## config.mk

```make
export PLATFORM = sky130hd
export DESIGN_NAME = output_control_unit
export DESIGN_NICKNAME = d
export VERILOG_FILES = /design/src/rtl/output_control_unit.sv
export SDC_FILE = /design/constraint.sdc
export NUM_CORES = 1
export LEC_CHECK = 0
export BUFFER_PORTS_ARGS = -buffer_cell sky130_fd_sc_hd__buf_2
export CAP_MARGIN = 25
export CORE_MARGIN = 2
export CORE_UTILIZATION = 52
export DETAILED_ROUTE_END_ITERATION = 8
export PLACE_DENSITY = 0.72
export SLEW_MARGIN = 15
export SYNTH_ARGS = -nofsm -noshare
export SYNTH_HDL_FRONTEND = slang
export SYNTH_SLANG_ARGS = --single-unit
```

## constraint.sdc

```tcl
create_clock -name clk -period 4.75 [get_ports clk]
set_clock_uncertainty 0.05 [all_clocks]
set_input_delay 0.7125 -clock clk [delete_from_list [all_inputs] [get_ports clk]]
set_output_delay 0.7125 -clock clk [all_outputs]
set_load 0.05 [all_outputs]
```

## src/rtl/output_control_unit.sv

```systemverilog
// Requantizes PE output tiles into ping-pong tile-row banks and streams them as raster pixels.
// First pixel appears one cycle after a bank fills; pixel data holds under i_pixel_ready=0, and tiles stall while both banks are full.
module output_control_unit #(
  parameter int KERNEL_SIZE       = 3,
  parameter int INPUT_IMAGE_WIDTH = 10,
  parameter int INPUT_TILE_SIZE   = 4,
  parameter int ACC_WIDTH         = 29,
  parameter int SHIFT             = 8,
  localparam int MO               = INPUT_TILE_SIZE - KERNEL_SIZE + 1
) (
  input  logic                        clk,
  input  logic                        reset,
  input  logic [MO*MO*ACC_WIDTH-1:0]  i_tile_data,
  input  logic                        i_tile_valid,
  output logic                        o_tile_ready,
  output logic [7:0]                  o_pixel_data,
  output logic                        o_pixel_valid,
  input  logic                        i_pixel_ready,
  output logic                        o_frame_done
);
  localparam int OW    = INPUT_IMAGE_WIDTH - KERNEL_SIZE + 1;
  localparam int TPR   = OW / MO;
  localparam int DEPTH = MO * OW;
  localparam int IW    = (DEPTH > 1) ? $clog2(DEPTH) : 1;
  localparam int CW    = (TPR > 1) ? $clog2(TPR) : 1;

  typedef enum logic [1:0] {IDLE, STREAM, DONE} state_t;

  state_t          state_q, state_d;
  logic [7:0]      mem_q [2][DEPTH];
  logic [1:0]      full_q, full_d;
  logic            wr_bank_q;
  logic            rd_bank_q, rd_bank_d;
  logic [CW-1:0]   tc_q;
  logic [CW-1:0]   tr_q, tr_d;
  logic [IW-1:0]   idx_q, idx_d;
  logic [IW-1:0]   col_base;
  logic [7:0]      pix_q, pix_d;
  logic            vld_q, vld_d;
  logic            tile_xfer, tile_last, pix_xfer, pix_last;

  // Arithmetic shift keeps the sign, so the sign bit alone decides the low clamp.
  function automatic logic [7:0] requant(input logic signed [ACC_WIDTH-1:0] acc);
    logic signed [ACC_WIDTH-1:0] y;
    logic [7:0]                  res;
    y = acc >>> SHIFT;
    if (y[ACC_WIDTH-1])        res = 8'd0;
    else if (|y[ACC_WIDTH-2:8]) res = 8'hFF;
    else                        res = y[7:0];
    return res;
  endfunction

  assign o_tile_ready  = !full_q[wr_bank_q];
  assign tile_xfer     = i_tile_valid && o_tile_ready;
  assign tile_last     = (tc_q == CW'(TPR - 1));
  assign pix_xfer      = vld_q && i_pixel_ready;
  assign pix_last      = (idx_q == IW'(DEPTH - 1));
  assign col_base      = IW'(int'(tc_q) * MO);
  assign o_pixel_data  = pix_q;
  assign o_pixel_valid = vld_q;
  assign o_frame_done  = (state_q == DONE);

  always_ff @(posedge clk or negedge reset) begin
    if (!reset) begin
      tc_q      <= '0;
      wr_bank_q <= 1'b0;
    end else if (tile_xfer) begin
      tc_q <= tile_last ? '0 : tc_q + CW'(1);
      if (tile_last) wr_bank_q <= ~wr_bank_q;
    end
  end

  always_ff @(posedge clk) begin
    if (tile_xfer) begin
      for (int r = 0; r < MO; r++) begin
        for (int c = 0; c < MO; c++) begin
          mem_q[wr_bank_q][col_base + IW'(r * OW + c)] <=
            requant(i_tile_data[(r*MO+c)*ACC_WIDTH +: ACC_WIDTH]);
        end
      end
    end
  end

  // The two banks never collide: a set targets an empty bank, a clear targets a full one.
  always_comb begin
    state_d   = state_q;
    full_d    = full_q;
    rd_bank_d = rd_bank_q;
    tr_d      = tr_q;
    idx_d     = idx_q;
    pix_d     = pix_q;
    vld_d     = vld_q;
    if (tile_xfer && tile_last) full_d[wr_bank_q] = 1'b1;
    case (state_q)
      IDLE: begin
        if (full_q[rd_bank_q]) begin
          idx_d   = '0;
          pix_d   = mem_q[rd_bank_q][0];
          vld_d   = 1'b1;
          state_d = STREAM;
        end
      end
      STREAM: begin
        if (pix_xfer) begin
          if (!pix_last) begin
            idx_d = idx_q + IW'(1);
            pix_d = mem_q[rd_bank_q][idx_q + IW'(1)];
          end else begin
            full_d[rd_bank_q] = 1'b0;
            rd_bank_d         = ~rd_bank_q;
            idx_d             = '0;
            if (tr_q == CW'(TPR - 1)) begin
              tr_d    = '0;
              vld_d   = 1'b0;
              state_d = DONE;
            end else begin
              tr_d = tr_q + CW'(1);
              if (full_q[~rd_bank_q]) begin
                pix_d = mem_q[~rd_bank_q][0];
              end else begin
                vld_d   = 1'b0;
                state_d = IDLE;
              end
            end
          end
        end
      end
      DONE:    state_d = IDLE;
      default: state_d = IDLE;
    endcase
  end

  always_ff @(posedge clk or negedge reset) begin
    if (!reset) begin
      state_q   <= IDLE;
      full_q    <= '0;
      rd_bank_q <= 1'b0;
      tr_q      <= '0;
      idx_q     <= '0;
      pix_q     <= '0;
      vld_q     <= 1'b0;
    end else begin
      state_q   <= state_d;
      full_q    <= full_d;
      rd_bank_q <= rd_bank_d;
      tr_q      <= tr_d;
      idx_q     <= idx_d;
      pix_q     <= pix_d;
      vld_q     <= vld_d;
    end
  end
endmodule

```

* Word-level counts from Yosys, hierarchy flattened
Memory sizes are Yosys's and may differ from the RTL's.
Index checks and enable logic that the tools add are counted.
** Word-level totals
- Bits in registers :: 23
- Bits in latches :: 0
- Memory bits (writable) :: 256
- ROM bits :: 0
- Input port bits :: 120
- Logic and storage cells :: 907
- Memories kept :: 1
** Memories
- mem_q :: depth 2, bits a word 128, rd ports 2, clocked after memory_dff 0, wr ports 1, line 30 : logic [7:0] mem_q [2][DEPTH];
** Cells by class
- Add/subtract/negate cells :: 6
- $mul :: 0
- Div/mod/pow operators :: 0
- Magnitude comparators :: 14
- Equality and inequality tests :: 11
- Shifts and indexed selects :: 0
- Multiplexer cells :: 450
- Bitwise operators :: 394
- Reduce and logical (&&, ||, !) cells :: 22
** Operators with widths (count)
- two-way mux 128 bit :: 4
- two-way mux 1 bit :: 398
- OR 1 bit :: 384
- two-way mux 8 bit :: 23
- demux 8 bit (select 4 bit) :: 4
- OR reduction 13 bit :: 4
- binary-select mux 8 bit (select 4 bit) :: 1
- >= comparator 5 bit (second input constant) :: 5
- two-way mux 2 bit :: 11
- less-than comparator 5 x 1 -> 1 bit (second input constant) :: 4
- inverter 4 -> 5 bit :: 4
- one-hot mux 8 bit (2 select lines) :: 1
- two-way mux 4 bit :: 3
- AND reduction 5 bit :: 2
- logical AND 1 bit :: 9
- inequality test 3 bit (second input constant) :: 3
- adder 3 x 4 -> 4 bit (second input constant) :: 2
- one-hot mux 4 bit (2 select lines) :: 1
- == test 2 bit (second input constant) :: 3
- less-than comparator 1 x 2 -> 1 bit (second input constant) :: 3
- inequality test 2 bit (second input constant) :: 3
- AND reduction 3 bit :: 2
- inverter 3 -> 5 bit :: 1
- adder 2 x 1 -> 2 bit (second input constant) :: 2
- other kinds (17) :: 20

* Longest topological paths before layout
Gate-level depths: netlist (run 1).
- Depth in word-level cells :: 10
- Gate-level depth with buffers :: 9

* Least setup slack after synthesis (run 1)
OpenSTA, ideal clock, no wires.
- Kind :: reg2reg
- From :: reg wr_bank_q
- To :: mem mem_q[0][112] (netlist bit), enable pin
- Library setup time :: 0.421 ns
- Arrival :: 3.718 ns
- Data required time :: 4.279 ns
- Setup slack :: 0.560 ns
- Stages on the path, launching flop included :: 8
- Period minus slack after synthesis :: 4.190 ns
- Path through :: dfrtp_1 clkbuf_1 mux2i_1 and2_1 clkbuf_1 nand2_1 clkbuf_1 nor2_1
** On the way
- Word-level cells in the longest chain between the ends :: 9
** RTL lines
- start: declaration :: line 32 : logic wr_bank_q;
- start signal: assignment :: line 69 : if (tile_last) wr_bank_q <= ~wr_bank_q;
- two-way mux 1 bit (implied by the code) * (2 in series) :: line 53 : assign o_tile_ready = !full_q[wr_bank_q];
- zero test 1 bit * :: line 53
- via o_tile_ready :: line 15 : output logic o_tile_ready,
- logical AND 1 bit * :: line 54 : assign tile_xfer = i_tile_valid && o_tile_ready;
- two-way mux 1 bit * :: line 74 : if (tile_xfer) begin
- two-way mux 128 bit (implied by the code) :: line 77 : mem_q[wr_bank_q][col_base + IW'(r * OW + c)] <=
- OR 1 bit (no line) (2 in series)
- OR 1 bit (no line) *
- end: declaration :: line 30
The timed path passes the listed nets; every way through them passes the cells marked *. The select of a mux whose other input is x is not followed.

* Final worst setup path (run 1)
- From :: reg wr_bank_q
- To :: mem mem_q[0][65] (netlist bit), enable pin
** On the way
- Word-level cells in the longest chain between the ends :: 9
** RTL lines (line)
- two-way mux 1 bit (implied by the code) (2 in series) :: 53
- zero test 1 bit :: 53
- logical AND 1 bit :: 54
- two-way mux 1 bit :: 74
- two-way mux 128 bit (implied by the code) :: 77
- OR 1 bit (no line) (3 in series)
Several ways; a longest one is shown, not always the timed one. The select of a mux whose other input is x is not followed.

==> results of run 1 <==
==> cell families after synthesis <==
logic type / count (synthesis)
flip-flops: 279
AO/OA/AOI/OAI: 173
AND/OR/NAND/NOR: 126
multiplexers: 84
buffers and inverters: 56
adder cells (fa/ha/maj): 6
XOR/XNOR: 5
==> critical path, stage by stage, from the launching register on <==
cell and delay [ns]:
dfrtp_1 0.68, mux2i_1 0.35, and2_1 0.38, nand2_1 0.10, buf_4 0.27, nor2_4 0.58
buf_4 0.44
==> registers in the layout, indices dropped and copies added (netlist names) <==
register / flops
o_pixel_valid: 1
idx_q: 4
state_q: 2
tc_q: 2
wr_bank_q: 1
rd_bank_q: 1
mem_q: 256
tr_q: 2
full_q: 2
o_pixel_data: 8
==> power groups by stage <==
stage / clock network (W) / logic (W) / registers, W
after detailed placement: 0 / 0.00213 / 0.00327
after global routing: 0.00217 / 0.00239 / 0.00322
after CTS: 0.00208 / 0.00214 / 0.00322
final: 0.00206 / 0.00222 / 0.00319
after floorplan: 0 / 0.00149 / 0.00328
after global placement: 0 / 0.00206 / 0.00325
==> per-stage QoR <==
stage	utilization [%]	hold WS [ns]
finish	61.2	0.153
global route	61.2	0.186
CTS	60.7	0.148
detailed placement	57.0	0.454
global placement	56.9	0.446
floorplan	-	0.367
==> cell usage in the layout, fill, tap and decap left out, types with 8 or more instances in the layout <==
master     count
inv_1         14
buf_4         11
nor4_1         8
nand3_1        9
nand4_1       11
a22oi_1        8
a211o_1        9
edfxtp_1     256
nor2_1         9
mux4_2        76
a21oi_1       12
clkbuf_16     29
o21bai_1      24
nand2b_1      16
buf_2         98
dfrtp_1       21
clkbuf_1      12
nand2_1       53
a221oi_1       8
o21ai_0      101
==> final cells by class <==
type                    instances  area, sq um  area share, %
well taps                     313          392           2.81
multi-input cells             394         3670           26.3
repair buffers                116          722           5.18
flip-flops and latches        279         8270           59.3
clock inverters                 9         67.6          0.485
clock buffers                  41          771           5.53
inverters                      14         52.6          0.377
==> path summary, 6_finish.rpt <==
path / start / to / slack (ns) / cells after the start
min: reset / o_pixel_data[2]$_DFFE_PN0P_ / 0.15 / 1
max in group asynchronous: reset / rd_bank_q$_DFFE_PN0P_ / 4.01 / 1
min in group clk: i_pixel_ready / rd_bank_q$_DFFE_PN0P_ / 0.46 / 3
min reg2reg: tr_q[1]$_DFFE_PN0P_ / tr_q[1]$_DFFE_PN0P_ / 0.46 / 1
max: wr_bank_q$_DFFE_PN0N_ / mem_q[0][65]$_DFFE_PP_ / 1.57 / 6
max reg2reg: wr_bank_q$_DFFE_PN0N_ / mem_q[0][65]$_DFFE_PP_ / 1.57 / 6
==> routing by layer <==
metal  track usage [%]  wire length (microns)
met1              31.3                  10900
met2              42.8                  14800
met3              3.52                   2190
met4              6.68                    749
met5                 0                      0
==> results.py, run 1 <==
metrics = {
    "power_and_ir_drop": {
        "p_int_w": 0.00513,
        "clock_power_share_pct": 27.5,
        "finalPower_w": 0.00747,
        "peakVddDrop_mv": 0.482,
        "switching_share_pct": 31.3,
        "power.switching_w": 0.00233,
        "pwr_density_cell_mw_per_mm2": 535,
        "p_leak_nw": 4.69,
        "seq_power_share_pct": 42.8,
        "p_comb_share_pct": 29.7,
    },
    "synthesis": {
        "ys_async_sr_fraction_pct": 8.24,
        "yosys.area_share.simple_pct": 4.98,
        "synth-compound-area-share_pct": 8.78,
        "yosysMostFrequentCell": "edfxtp_1",
        "synth_edf_count": 256,
        "yosys.area_share.adder_pct": 0.618,
        "synth_nets": 855,
        "avgSynthCellArea_sq_um": 16.7,
        "yosysTopAreaCellShare_pct": 63.2,
        "ys_top_cells_by_area": "edfxtp_1 (63%), mux4_2 (14%), dfrtp_1 (4.7%)",
        "synth_top_family_by_area": "multiplexers",
        "synthMuxAreaShare_pct": 15.0,
        "synth_seq_cells": 279,
        "yosys.area.top_type": "edfxtp_1",
        "ys_types": 43,
        "netlist_area_sq_mm": 0.0122,
        "synth_xor_area_share_pct": 0.515,
        "dominantRegCellSynth": "edfxtp_1",
        "syn_inst": 729,
        "ys_top_cells_by_count": "edfxtp_1 (256), o21ai_0 (101), mux4_2 (76)",
        "yosysWarnings": 0,
        "ys_seq_area_share_pct": 68.0,
    },
    "setup_path": {
        "cp.required_ns": 4.90,
        "crit_fanout": 34,
        "crit_arrival_ns": 3.34,
        "worstSetupStartpointType": "flip-flop",
        "critical_path_class": "reg -> reg",
        "endpoint_kind": "flip-flop",
    },
    "sta": {
        "layout_setup_ws_ns": 1.57,
        "worst_slew_pin_slew_ns": 1.07,
        "fmax_ghz": 0.314,
        "setup_violations": 0,
        "finalCritPeriodShare_pct": 67.0,
        "finalHoldViolations": 0,
        "tns_ns": 0,
        "drv_slew": 0,
        "final.min_clock_period_ns": 3.18,
        "rsz0062_at_grt": "false",
        "slew_headroom_pct": 28.3,
    },
    "place": {
        "place_area_sq_mm": 0.0130,
        "dpl.hpwl_mm": 17.8,
        "io_buffers": 98,
        "dpl_worst_slack_ns": 1.49,
        "placed_cells": 1110,
        "place.gp.congestion": 0.762,
    },
    "cts": {
        "post_cts_buffers": 0,
        "clk_latency_ns": 0.54,
        "cts.htree.levels": 1,
        "post_cts_resized": 0,
        "clock_path_buffers": 3,
        "clkTransAtPathRegs_ns": 0.06,
        "numClockSinks": 279,
        "cts_hold_buf": 0,
        "numCtsBuffers": 28,
        "cts_tree": "built",
        "clock_tree.root_cell": "clkbuf_16",
    },
    "cells_and_area": {
        "fillers": 1662,
        "fin_area_sq_mm": 0.0139,
        "diodes": 0,
        "syn2layout_area_growth_pct": 14.7,
        "nNetsFinal": 959,
        "layout.cells.non_filler": 1166,
        "drive_above_1_share_pct": 27.9,
    },
    "global_routing": {
        "grt_pass1_wl_mm": 43.8,
        "antenna_found_initial": 0,
        "grt_max_degree": 66,
        "globalRoute.totalOverflow": 0,
        "grt_pass1_vias": 7726,
        "grt_use_total_pct": 24.1,
    },
    "floorplanning": {
        "die_h_microns": 157,
        "die_width_microns": 157,
        "start_util_pct": 53.4,
        "core.rowCount": 55,
        "pin_count": 131,
        "dieArea_sq_mm": 0.0246,
        "core_sq_mm": 0.0228,
    },
    "routing": {
        "detail-route-antenna-nets": 0,
        "avgViaCountPerCell": 6.27,
        "routed_wl_mm": 28.6,
        "drc": 0,
        "wire_per_inst_microns": 24.6,
        "drt-initial-drc-count": 656,
        "num_vias": 7312,
        "firstDrtPassIters": 6,
    },
    "outcome": {
        "outcome": "completed",
    },
    "job": {
        "drv_cap": 0,
    },
    "min_path": {
        "hp-class": "in -> async",
    },
}
No activity file was read; power rests on OpenSTA's default activity.
==> inputs of run 2 (changes only) <==
--- a/config.mk
+++ b/config.mk
@@ -5,12 +5,13 @@
 export SDC_FILE = /design/constraint.sdc
 export NUM_CORES = 1
 export LEC_CHECK = 0
+export ABC_AREA = 1
 export BUFFER_PORTS_ARGS = -buffer_cell sky130_fd_sc_hd__buf_2
 export CAP_MARGIN = 25
 export CORE_MARGIN = 2
 export CORE_UTILIZATION = 52
 export DETAILED_ROUTE_END_ITERATION = 8
-export PLACE_DENSITY = 0.72
+export PLACE_DENSITY = 0.74
 export SLEW_MARGIN = 15
 export SYNTH_ARGS = -nofsm -noshare
 export SYNTH_HDL_FRONTEND = slang
==> constraint.sdc (replaced) <==
create_clock -name clk -period 2.78 [get_ports clk]
set_clock_uncertainty 0.05 [all_clocks]
set_input_delay 0.417 -clock clk [delete_from_list [all_inputs] [get_ports clk]]
set_output_delay 0.417 -clock clk [all_outputs]
set_load 0.05 [all_outputs]
==> results.py, run 2 <==
metrics = {
    "floorplanning": {
        "core_sq_mm": 0.0242,
        "core.rowCount": 57,
        "start_util_pct": 52.9,
        "die_h_microns": 161,
        "die_width_microns": 161,
        "pin_count": 131,
        "dieArea_sq_mm": 0.0259,
    },
    "global_routing": {
        "grt_max_degree": 132,
        "globalRoute.totalOverflow": 0,
        "grt_pass1_vias": 9631,
        "grt_pass1_wl_mm": 50.2,
        "grt_use_total_pct": 25.2,
        "antenna_found_initial": 0,
    },
    "setup_path": {
        "cp.required_ns": 3.13,
        "endpoint_kind": "flip-flop",
        "crit_arrival_ns": 2.72,
        "timing.rr.start": "idx_q[0]$_DFFE_PN0P_",
        "crit_fanout": 27,
        "worstSetupStartpointType": "flip-flop",
        "reg2reg_depth": 9,
        "reg2reg_to": "o_pixel_data[4]$_DFFE_PN0P_",
        "critical_path_class": "reg -> reg",
        "reg2reg_slack_ns": 0.41,
    },
    "routing": {
        "firstDrtPassIters": 5,
        "avgViaCountPerCell": 5.70,
        "drc": 0,
        "wire_per_inst_microns": 18.6,
        "num_vias": 10100,
        "routed_wl_mm": 32.9,
        "detail-route-antenna-nets": 0,
        "drt-initial-drc-count": 966,
    },
    "min_path": {
        "whs_endpoint": "tr_q[1]$_DFFE_PN0P_",
        "min_from": "i_pixel_ready",
        "hp-class": "in -> reg",
        "whs_path_depth": 5,
    },
    "cells_and_area": {
        "final_cell_mix": "nand2_1 (376), edfxtp_1 (256), nand3_1 (161)",
        "layout.cells.non_filler": 1765,
        "syn2layout_area_growth_pct": 15.7,
        "regMostFlops": "mem_q",
        "drive_above_1_share_pct": 14.4,
        "utilization_pct": 61.2,
        "largest_reg_flops": 256,
        "nNetsFinal": 1548,
        "fin_area_sq_mm": 0.0148,
        "diodes": 0,
        "final_common_cell": "nand2_1",
    },
    "sta": {
        "rsz0062_at_grt": "false",
        "finalHoldViolations": 0,
        "worst_slew_pin_slew_ns": 0.803,
        "fmax_ghz": 0.422,
        "setup_violations": 0,
        "final.min_clock_period_ns": 2.37,
        "finalCritPeriodShare_pct": 85.2,
        "drv_slew": 0,
        "slew_headroom_pct": 46.2,
        "hold-worst-slack_ns": 0.300,
    },
    "cts": {
        "numClockSinks": 279,
        "cts_tree": "built",
        "post_cts_buffers": 0,
        "clk_latency_ns": 0.52,
        "cts_hold_buf": 1,
        "post_cts_resized": 0,
        "clock_tree.root_cell": "clkbuf_16",
        "clock_path_buffers": 3,
        "cts.htree.levels": 1,
        "clkTransAtPathRegs_ns": 0.06,
        "numCtsBuffers": 27,
    },
    "synthesis": {
        "yosysWarnings": 0,
        "ys_async_sr_fraction_pct": 8.24,
        "netlist_area_sq_mm": 0.0128,
        "ys_top_cells_by_count": "nand2_1 (376), edfxtp_1 (256), nand3_1 (161)",
        "synth_nets": 1432,
        "synth_edf_count": 256,
        "syn_inst": 1306,
        "synth_seq_cells": 279,
        "yosysMostFrequentCell": "nand2_1",
        "ys_types": 28,
        "avgSynthCellArea_sq_um": 9.82,
        "ys_top_cells_by_area": "edfxtp_1 (60%), nand2_1 (11%), nand3_1 (6.3%)",
        "yosys.area.top_type": "edfxtp_1",
        "dominantRegCellSynth": "edfxtp_1",
        "ys_seq_area_share_pct": 64.4,
        "yosysTopAreaCellShare_pct": 59.9,
    },
    "place": {
        "dpl.hpwl_mm": 20.3,
        "place_area_sq_mm": 0.0140,
        "io_buffers": 98,
        "placed_cells": 1716,
        "place.gp.congestion": 0.802,
    },
    "power_and_ir_drop": {
        "peakVddDrop_mv": 0.586,
        "pwr_density_cell_mw_per_mm2": 865,
        "p_leak_nw": 5.98,
    },
    "job": {
        "drv_cap": 0,
    },
    "outcome": {
        "outcome": "completed",
    },
}
run 2: changes by cell type after synthesis, sizes merged, moves of 23 or more:
| cell | change |
|---|---|
| nand3 | +152 |
| mux4 | -78 |
| o21ai | +55 |
| inv | +94 |
| nand2 | +323 |
| buf | +23 |
| o21bai | -24 |
| nor2 | +65 |
run 2: worst max-delay path by stage:
stage,slack [ns],cells after the start,startpoint,end
floorplan,-0.01,6,wr_bank_q$_DFFE_PN0N_,mem_q[0][0]$_DFFE_PP_
global placement,0.50,5,i_tile_data[108],mem_q[0][38]$_DFFE_PP_
detailed placement,0.43,5,i_tile_data[108],mem_q[1][6]$_DFFE_PP_
CTS,0.44,9,idx_q[0]$_DFFE_PN0P_,o_pixel_data[4]$_DFFE_PN0P_
global route,0.26,9,idx_q[0]$_DFFE_PN0P_,o_pixel_data[4]$_DFFE_PN0P_
finish,0.41,9,idx_q[0]$_DFFE_PN0P_,o_pixel_data[4]$_DFFE_PN0P_
run 2: cells by family (layout without fill, tap and decap cells):
| logic type | Yosys count | after routing | share of synthesized area, % |
|---|---|---|---|
| AO/OA/AOI/OAI | 203 | 203 | 8.45 |
| AND/OR/NAND/NOR | 635 | 635 | 20.5 |
| adder cells (fa/ha/maj) | 6 | 6 | 0.585 |
| buffers and inverters | 179 | 314 | 5.62 |
| XOR/XNOR | 4 | 4 | 0.390 |
| flip-flops | 279 | 279 | 64.4 |
run 2: layout make-up:
| class | count | area, sq um |
|---|---|---|
| clock inverter | 16 | 156 |
| inverter | 112 | 422 |
| sequential | 279 | 8270 |
| multi-input combinational | 848 | 3910 |
| fill | 1945 | 9410 |
| clock buffer | 32 | 694 |
| tap | 324 | 405 |
| timing repair buffer | 154 | 988 |
run 2: worst max-delay path, stage by stage, from the launching register on:
cell and delay [ns]:
dfrtp_2 0.36, buf_4 0.34, ha_1 0.28, nand3_1 0.16
nor2_2 0.15, nand2_1 0.06, nand2_1 0.40, inv_2 0.21
nor2_1 0.18, a21oi_1 0.06
run 2: power breakdown:
group / internal [W] / switching, W / total (W)
combinational: 0.00113 / 0.00279 / 0.00392
sequential: 0.00521 / 0.000171 / 0.00538
clock: 0.00205 / 0.00150 / 0.00355
run 2: through the flow:
| step | setup WS (ns) | TNS [ns] | power, W |
|---|---|---|---|
| floorplan | -0.0119 | -0.764 | 0.00796 |
| global placement | 0.504 | 0 | 0.00918 |
| detailed placement | 0.434 | 0 | 0.00931 |
| CTS | 0.436 | 0 | 0.0128 |
| global route | 0.261 | 0 | 0.0134 |
| finish | 0.412 | 0 | 0.0128 |
run 2: metal layers:
layer | routed length, microns | GRT usage, % | vias to the layer above
met5 | 0 | 0 | -
li1 | - | - | 4715
met4 | 1000 | 9.62 | 0
met3 | 3390 | 3.85 | 79
met1 | 12800 | 33.2 | 4687
met2 | 15800 | 42.5 | 580
